## config.mk

```make
export PLATFORM = sky130hd
export DESIGN_NAME = alu_muldiv_sequencer
export DESIGN_NICKNAME = d
export VERILOG_FILES = /design/src/rtl/alu_muldiv_sequencer.sv
export SDC_FILE = /design/constraint.sdc
export NUM_CORES = 1
export LEC_CHECK = 0
export BUFFER_PORTS_ARGS = -buffer_cell sky130_fd_sc_hd__buf_2
export CAP_MARGIN = 10
export CORE_ASPECT_RATIO = 1.1
export CORE_MARGIN = 2
export CORE_UTILIZATION = 50
export DETAILED_ROUTE_END_ITERATION = 8
export GPL_ROUTABILITY_DRIVEN = 0
export GPL_TIMING_DRIVEN = 0
export HOLD_SLACK_MARGIN = 0.03
export PLACE_DENSITY = 0.74
export SLEW_MARGIN = 20
export SYNTH_ARGS = -nofsm -noshare
export SYNTH_HDL_FRONTEND = slang
export SYNTH_SLANG_ARGS = --single-unit
```

## constraint.sdc

```tcl
create_clock -name clk -period 2.33 [get_ports clk]
set_clock_uncertainty 0.2 [all_clocks]
set_input_delay 0.233 -clock clk [delete_from_list [all_inputs] [get_ports clk]]
set_output_delay 0.233 -clock clk [all_outputs]
set_load 0.02 [all_outputs]
```

## src/rtl/alu_muldiv_sequencer.sv

```systemverilog
// Multi-cycle unsigned multiply (shift-add) / divide (restoring) sequencer.
// Drives an external n-bit ALU one operation per clock and holds the result.
module alu_muldiv_sequencer #(
    parameter int unsigned n = 4,
    parameter int unsigned m = 2
) (
    input  logic         clk,
    input  logic         rst_n,
    input  logic         start,
    input  logic         op,
    input  logic [n-1:0] opa,
    input  logic [n-1:0] opb,
    output logic [n-1:0] alu_a,
    output logic [n-1:0] alu_b,
    output logic         alu_cin,
    output logic [2:0]   alu_ctrl,
    input  logic [n-1:0] alu_f,
    input  logic         alu_cout,
    output logic         busy,
    output logic         done,
    output logic [n-1:0] res_hi,
    output logic [n-1:0] res_lo,
    output logic         div_zero
);

    localparam logic [2:0] CTRL_ADD  = 3'b000;
    localparam logic [2:0] CTRL_PASS = 3'b111;

    typedef enum logic [1:0] {
        IDLE = 2'd0,
        MUL  = 2'd1,
        DIV  = 2'd2,
        DONE = 2'd3
    } state_t;

    state_t       state_q, state_d;
    logic [n-1:0] acc_q, acc_d;     // MUL accumulator / DIV partial remainder
    logic [n-1:0] q_q, q_d;         // MUL multiplier / DIV quotient shift register
    logic [n-1:0] m_q, m_d;         // multiplicand or divisor
    logic [m-1:0] cnt_q, cnt_d;
    logic [n-1:0] res_hi_q, res_hi_d;
    logic [n-1:0] res_lo_q, res_lo_d;
    logic         div_zero_q, div_zero_d;
    logic         busy_q, busy_d;
    logic         done_q, done_d;
    logic [n-1:0] alu_a_q, alu_a_d;
    logic [n-1:0] alu_b_q, alu_b_d;
    logic         alu_cin_q, alu_cin_d;
    logic [2:0]   alu_ctrl_q, alu_ctrl_d;

    logic         cout_used;
    logic         div_ok;
    logic [n-1:0] div_s_hi;

    always_comb begin
        state_d    = state_q;
        acc_d      = acc_q;
        q_d        = q_q;
        m_d        = m_q;
        cnt_d      = cnt_q;
        res_hi_d   = res_hi_q;
        res_lo_d   = res_lo_q;
        div_zero_d = div_zero_q;
        cout_used  = 1'b0;
        div_ok     = 1'b0;
        div_s_hi   = {acc_q[n-2:0], q_q[n-1]};

        unique case (state_q)
            IDLE: begin
                if (start) begin
                    div_zero_d = 1'b0;
                    cnt_d      = m'(n - 1);
                    acc_d      = '0;
                    if (op) begin
                        m_d = opb;
                        q_d = opa;
                        if (opb == '0) begin
                            state_d    = DONE;
                            res_hi_d   = opa;
                            res_lo_d   = '1;
                            div_zero_d = 1'b1;
                        end else begin
                            state_d = DIV;
                        end
                    end else begin
                        m_d     = opa;
                        q_d     = opb;
                        state_d = MUL;
                    end
                end
            end
            MUL: begin
                // Carry only matters when an add actually happened.
                cout_used = q_q[0] & alu_cout;
                acc_d     = {cout_used, alu_f[n-1:1]};
                q_d       = {alu_f[0], q_q[n-1:1]};
                cnt_d     = cnt_q - m'(1);
                if (cnt_q == '0) begin
                    state_d  = DONE;
                    res_hi_d = acc_d;
                    res_lo_d = q_d;
                end
            end
            DIV: begin
                // Subtract succeeds if a bit was shifted out or no borrow occurred.
                div_ok = acc_q[n-1] | alu_cout;
                acc_d  = div_ok ? alu_f : div_s_hi;
                q_d    = {q_q[n-2:0], div_ok};
                cnt_d  = cnt_q - m'(1);
                if (cnt_q == '0) begin
                    state_d  = DONE;
                    res_hi_d = acc_d;
                    res_lo_d = q_d;
                end
            end
            DONE: begin
                state_d = IDLE;
            end
            default: begin
                state_d = IDLE;
            end
        endcase

        busy_d = (state_d != IDLE);
        done_d = (state_d == DONE);

        // ALU drive is registered, so it is derived from the next-cycle state.
        alu_a_d    = '0;
        alu_b_d    = '0;
        alu_cin_d  = 1'b0;
        alu_ctrl_d = CTRL_PASS;
        if (state_d == MUL) begin
            alu_a_d    = acc_d;
            alu_b_d    = m_d;
            alu_ctrl_d = q_d[0] ? CTRL_ADD : CTRL_PASS;
        end else if (state_d == DIV) begin
            alu_a_d    = {acc_d[n-2:0], q_d[n-1]};
            alu_b_d    = m_d;
            alu_cin_d  = 1'b1;
            alu_ctrl_d = CTRL_ADD;
        end
    end

    always_ff @(posedge clk or negedge rst_n) begin
        if (!rst_n) begin
            state_q    <= IDLE;
            acc_q      <= '0;
            q_q        <= '0;
            m_q        <= '0;
            cnt_q      <= '0;
            res_hi_q   <= '0;
            res_lo_q   <= '0;
            div_zero_q <= 1'b0;
            busy_q     <= 1'b0;
            done_q     <= 1'b0;
            alu_a_q    <= '0;
            alu_b_q    <= '0;
            alu_cin_q  <= 1'b0;
            alu_ctrl_q <= CTRL_PASS;
        end else begin
            state_q    <= state_d;
            acc_q      <= acc_d;
            q_q        <= q_d;
            m_q        <= m_d;
            cnt_q      <= cnt_d;
            res_hi_q   <= res_hi_d;
            res_lo_q   <= res_lo_d;
            div_zero_q <= div_zero_d;
            busy_q     <= busy_d;
            done_q     <= done_d;
            alu_a_q    <= alu_a_d;
            alu_b_q    <= alu_b_d;
            alu_cin_q  <= alu_cin_d;
            alu_ctrl_q <= alu_ctrl_d;
        end
    end

    assign alu_a    = alu_a_q;
    assign alu_b    = alu_b_q;
    assign alu_cin  = alu_cin_q;
    assign alu_ctrl = alu_ctrl_q;
    assign busy     = busy_q;
    assign done     = done_q;
    assign res_hi   = res_hi_q;
    assign res_lo   = res_lo_q;
    assign div_zero = div_zero_q;

endmodule

```

==> summary.md <==
| Metric | Value |
|---|---|
| Status | `finished, final reports clean` |
| Largest net degree at the start of global routing | `38` |
| Final setup violating endpoints | `0` |
| Initial DRC count | `138` |
| Fill cells | `316` |
| FF/Latch Area | `927.1 um^2` |
| Met2 usage | `0.3170` |
| Avg WL per Cell | `14.71 um` |
| Critical Path RT | `2.31 ns` |
| DRC errors left | `0` |
| Crit-path max FO | `8` |
| Finished Layout Cells | `283` |
| Initial antenna violation count | `0` |
| Antenna-violating nets left | `0` |
| Global route hottest layer | `met2` |
| Share of cells above drive strength 1 | `0.3090` |
| Max Cap Viol | `0` |
| Synth area leaders | `dfrtp_1 46%, mux2i_1 5.6%, o21ai_0 4.1%, mux2_2 4.0%, ha_1 3.2%` |
| Vias per inst | `5.424` |
| Post-synthesis register bit count | `37` |
| Vias | `1535` |
| Bufs on Longest Clock Path | `2` |
| F_max | `0.4545 GHz` |
| Final worst path period share | `0.9444` |
| Slew @ Worst Pin | `0.7839 ns` |
| Synth Instances | `186` |
| Cell type with the largest total area after synthesis | `dfrtp_1` |
| Slew Viols, Final | `0` |
| HPWL Detailed | `3097 um` |
| Power share of the sequential group | `0.306` |
| Syn. warnings | `0` |
| Number of global-route vias before repair | `1456` |
| Root Buffer | `clkbuf_8` |
| Area Overhead vs Synth | `20.99%` |
| First-pass GRT wire length | `6969 um` |
| Layout Nets | `254` |
| Most frequent cells in the layout | `38 x buf_2, 36 x dfrtp_1, 16 x nand2_1, 16 x o21ai_0, 14 x inv_1` |
| Register area share after synthesis | `0.4741` |
| Synth top area share | `0.4607` |
| Die Y | `69.59 um` |
| Sink Count | `37` |
| Num rows | `23` |
| P_int | `0.002005 W` |
| Static leakage | `1.163 nW` |
| Pwr/cell area | `1428 mW/mm^2` |
| TritonCTS buffer count | `5` |
| Slew margin rel. | `0.4774` |
| Met3 Use GR | `0.03409` |
| Switching Fraction | `0.4065` |
| Port bufs | `38` |
| CP arrival | `2.18 ns` |
| Min cycle time layout | `2.200 ns` |
| Setup crit start kind | `flip-flop` |
| Endpoint class of the critical path | `flip-flop` |
| Combinational power share | `0.494` |
| Initial Utilization | `0.5309` |
| DRT Wirelength | `4164 um` |
| Global route total overflow | `0` |
| Post-Syn Area | `0.001956 mm^2` |
| Clock transition at the registers of the reported paths | `0.07 ns` |
| First-pass DRT Iterations | `4` |
| RSZ-0062 raised after global routing | `no` |
| Hold Violations, Final | `0` |
| CTS tree | `built` |
| DIE WIDTH | `63.63 um` |
| Hold depth | `3` |
| Core Area | `0.003684 mm^2` |
| Setup TNS | `0 ns` |
| Post-CTS setup buffer count | `0` |
| Worst Reg-to-Reg Cells | `5` |
| Worst-case vdd ir drop | `697.1 uV` |
| # H-tree levels | `2` |
| Clk pwr share | `0.200` |
| GRT Overall Usage | `0.2010` |
| Hold WC Path Type | `input pin to flip-flop` |
| Inserted Diodes | `0` |
| Yosys cell types | `42` |
| I/O pins | `40` |
| Setup CP Type | `flip-flop to flip-flop` |
| Mean Syn Cell Area | `10.51 um^2` |
| Synthesized netlist net count | `208` |
| Sw power | `0.001373 W` |
| Skew-Pair Late Insertion Delay | `0.29 ns` |
| Footprint of the multi-input gates | `888.4 um^2` |
| M1 GR Usage | `0.2767` |
| Placed insts | `274` |
| Total Die Area | `0.004428 mm^2` |
| Commonest non-fill, non-tap cell in the layout | `buf_2` |
==> path summary, 6_finish.rpt <==
| kind | end | slack [ns] | startpoint |
|---|---|---|---|
| max | res_lo[2] | 0.13 | state_q[0] |
| min | res_hi[1] | 0.11 | opa[1] |
| max reg2reg | res_lo[2] | 0.13 | state_q[0] |
| min reg2reg | div_zero | 0.28 | div_zero |
| max in group asynchronous | res_hi[1] | 1.07 | rst_n |
| min in group asynchronous | m_q[0] | 0.35 | rst_n |
==> power groups by stage <==
stage	registers, W	logic, W	clock network (W)
after floorplan	0.00121	0.00105	0
after global placement	0.00104	0.00162	0
after detailed placement	0.00104	0.00165	0
after CTS	0.00103	0.00166	0.000677
after global routing	0.00106	0.00184	0.000713
final	0.00103	0.00167	0.000675
==> per-stage QoR <==
step	worst slack (ns)	hold WS, ns	area, um^2	util	power [W]
4_1_cts	0.1203	0.1097	2356	0.6396	0.003365
6_report	0.1296	0.1073	2366	0.6423	0.003378
5_1_grt	0.001532	0.1295	2366	0.6423	0.003615
2_1_floorplan	0.3099	-0.2626	1956	-	0.002255
3_5_place_dp	0.1351	0.1667	2208	0.5995	0.002693
3_3_place_gp	0.1491	0.1699	2208	0.5995	0.002664
==> cells in the mapped netlist (all sizes together) <==
library cell / instances
mux2: 7
a221o: 2
buf: 4
a22oi: 3
and2b: 1
a32oi: 1
or4: 1
a31oi: 3
nand3: 4
o2bb2ai: 2
nand2: 16
a21oi: 7
nand2b: 2
nor2b: 1
nor3b: 2
inv: 15
mux2i: 11
o21a: 3
o21ai: 17
a21o: 1
a221oi: 2
dfstp: 1
a21boi: 4
or2b: 1
or3b: 2
and3: 1
o211ai: 3
dfrtp: 36
o22ai: 6
nor2: 10
a31o: 1
a22o: 3
ha: 5
clkbuf: 8
==> cell families (layout without fill, tap and decap cells) <==
kind of cell,Yosys count,in the layout,share of synthesized area
compound gates,58,58,0.2060
buf+inv,27,74,0.07677
fa+ha+maj,5,5,0.03199
flops,37,37,0.4741
mux,18,18,0.09661
simple gates,41,41,0.1145
==> flip-flops by register name, indices dropped and copies added (netlist names) <==
name	flops
div_zero	1
busy	1
state_q	2
res_hi	4
alu_cin	1
res_lo	4
cnt_q	2
m_q	4
q_q	4
acc_q	4
done	1
alu_ctrl	1
alu_b	4
alu_a	4
==> layout make-up <==
cell class	count	area share
Inverter	15	0.02485
Clock inverter	3	0.02909
Buffer	12	0.03860
Multi-Input combinational cell	122	0.3755
Tap cell	50	0.02644
Clock buffer	5	0.02909
Timing Repair Buffer	39	0.08461
Sequential cell	37	0.3919
==> layer usage <==
metal | part of all wire | vias up
met4 | 0.018 | 0
li1 | - | 752
met1 | 0.46 | 738
met2 | 0.48 | 36
met3 | 0.039 | 9
met5 | 0 | -
==> what timing repair did <==
action / in CTS / in global routing
gates resized for setup: 0 / 2
endpoints found under the hold margin: 36 / 0
hold buffers: 1 / 0
setup endpoints to repair: 0 / 2
==> critical path: stages (launching register included) <==
cell and delay (ns):
dfrtp_1 0.43, inv_1 0.09, ha_1 0.39, and2b_2 0.27, o22ai_4 0.33, mux2_2 0.38
No activity file was read; power rests on OpenSTA's default activity.
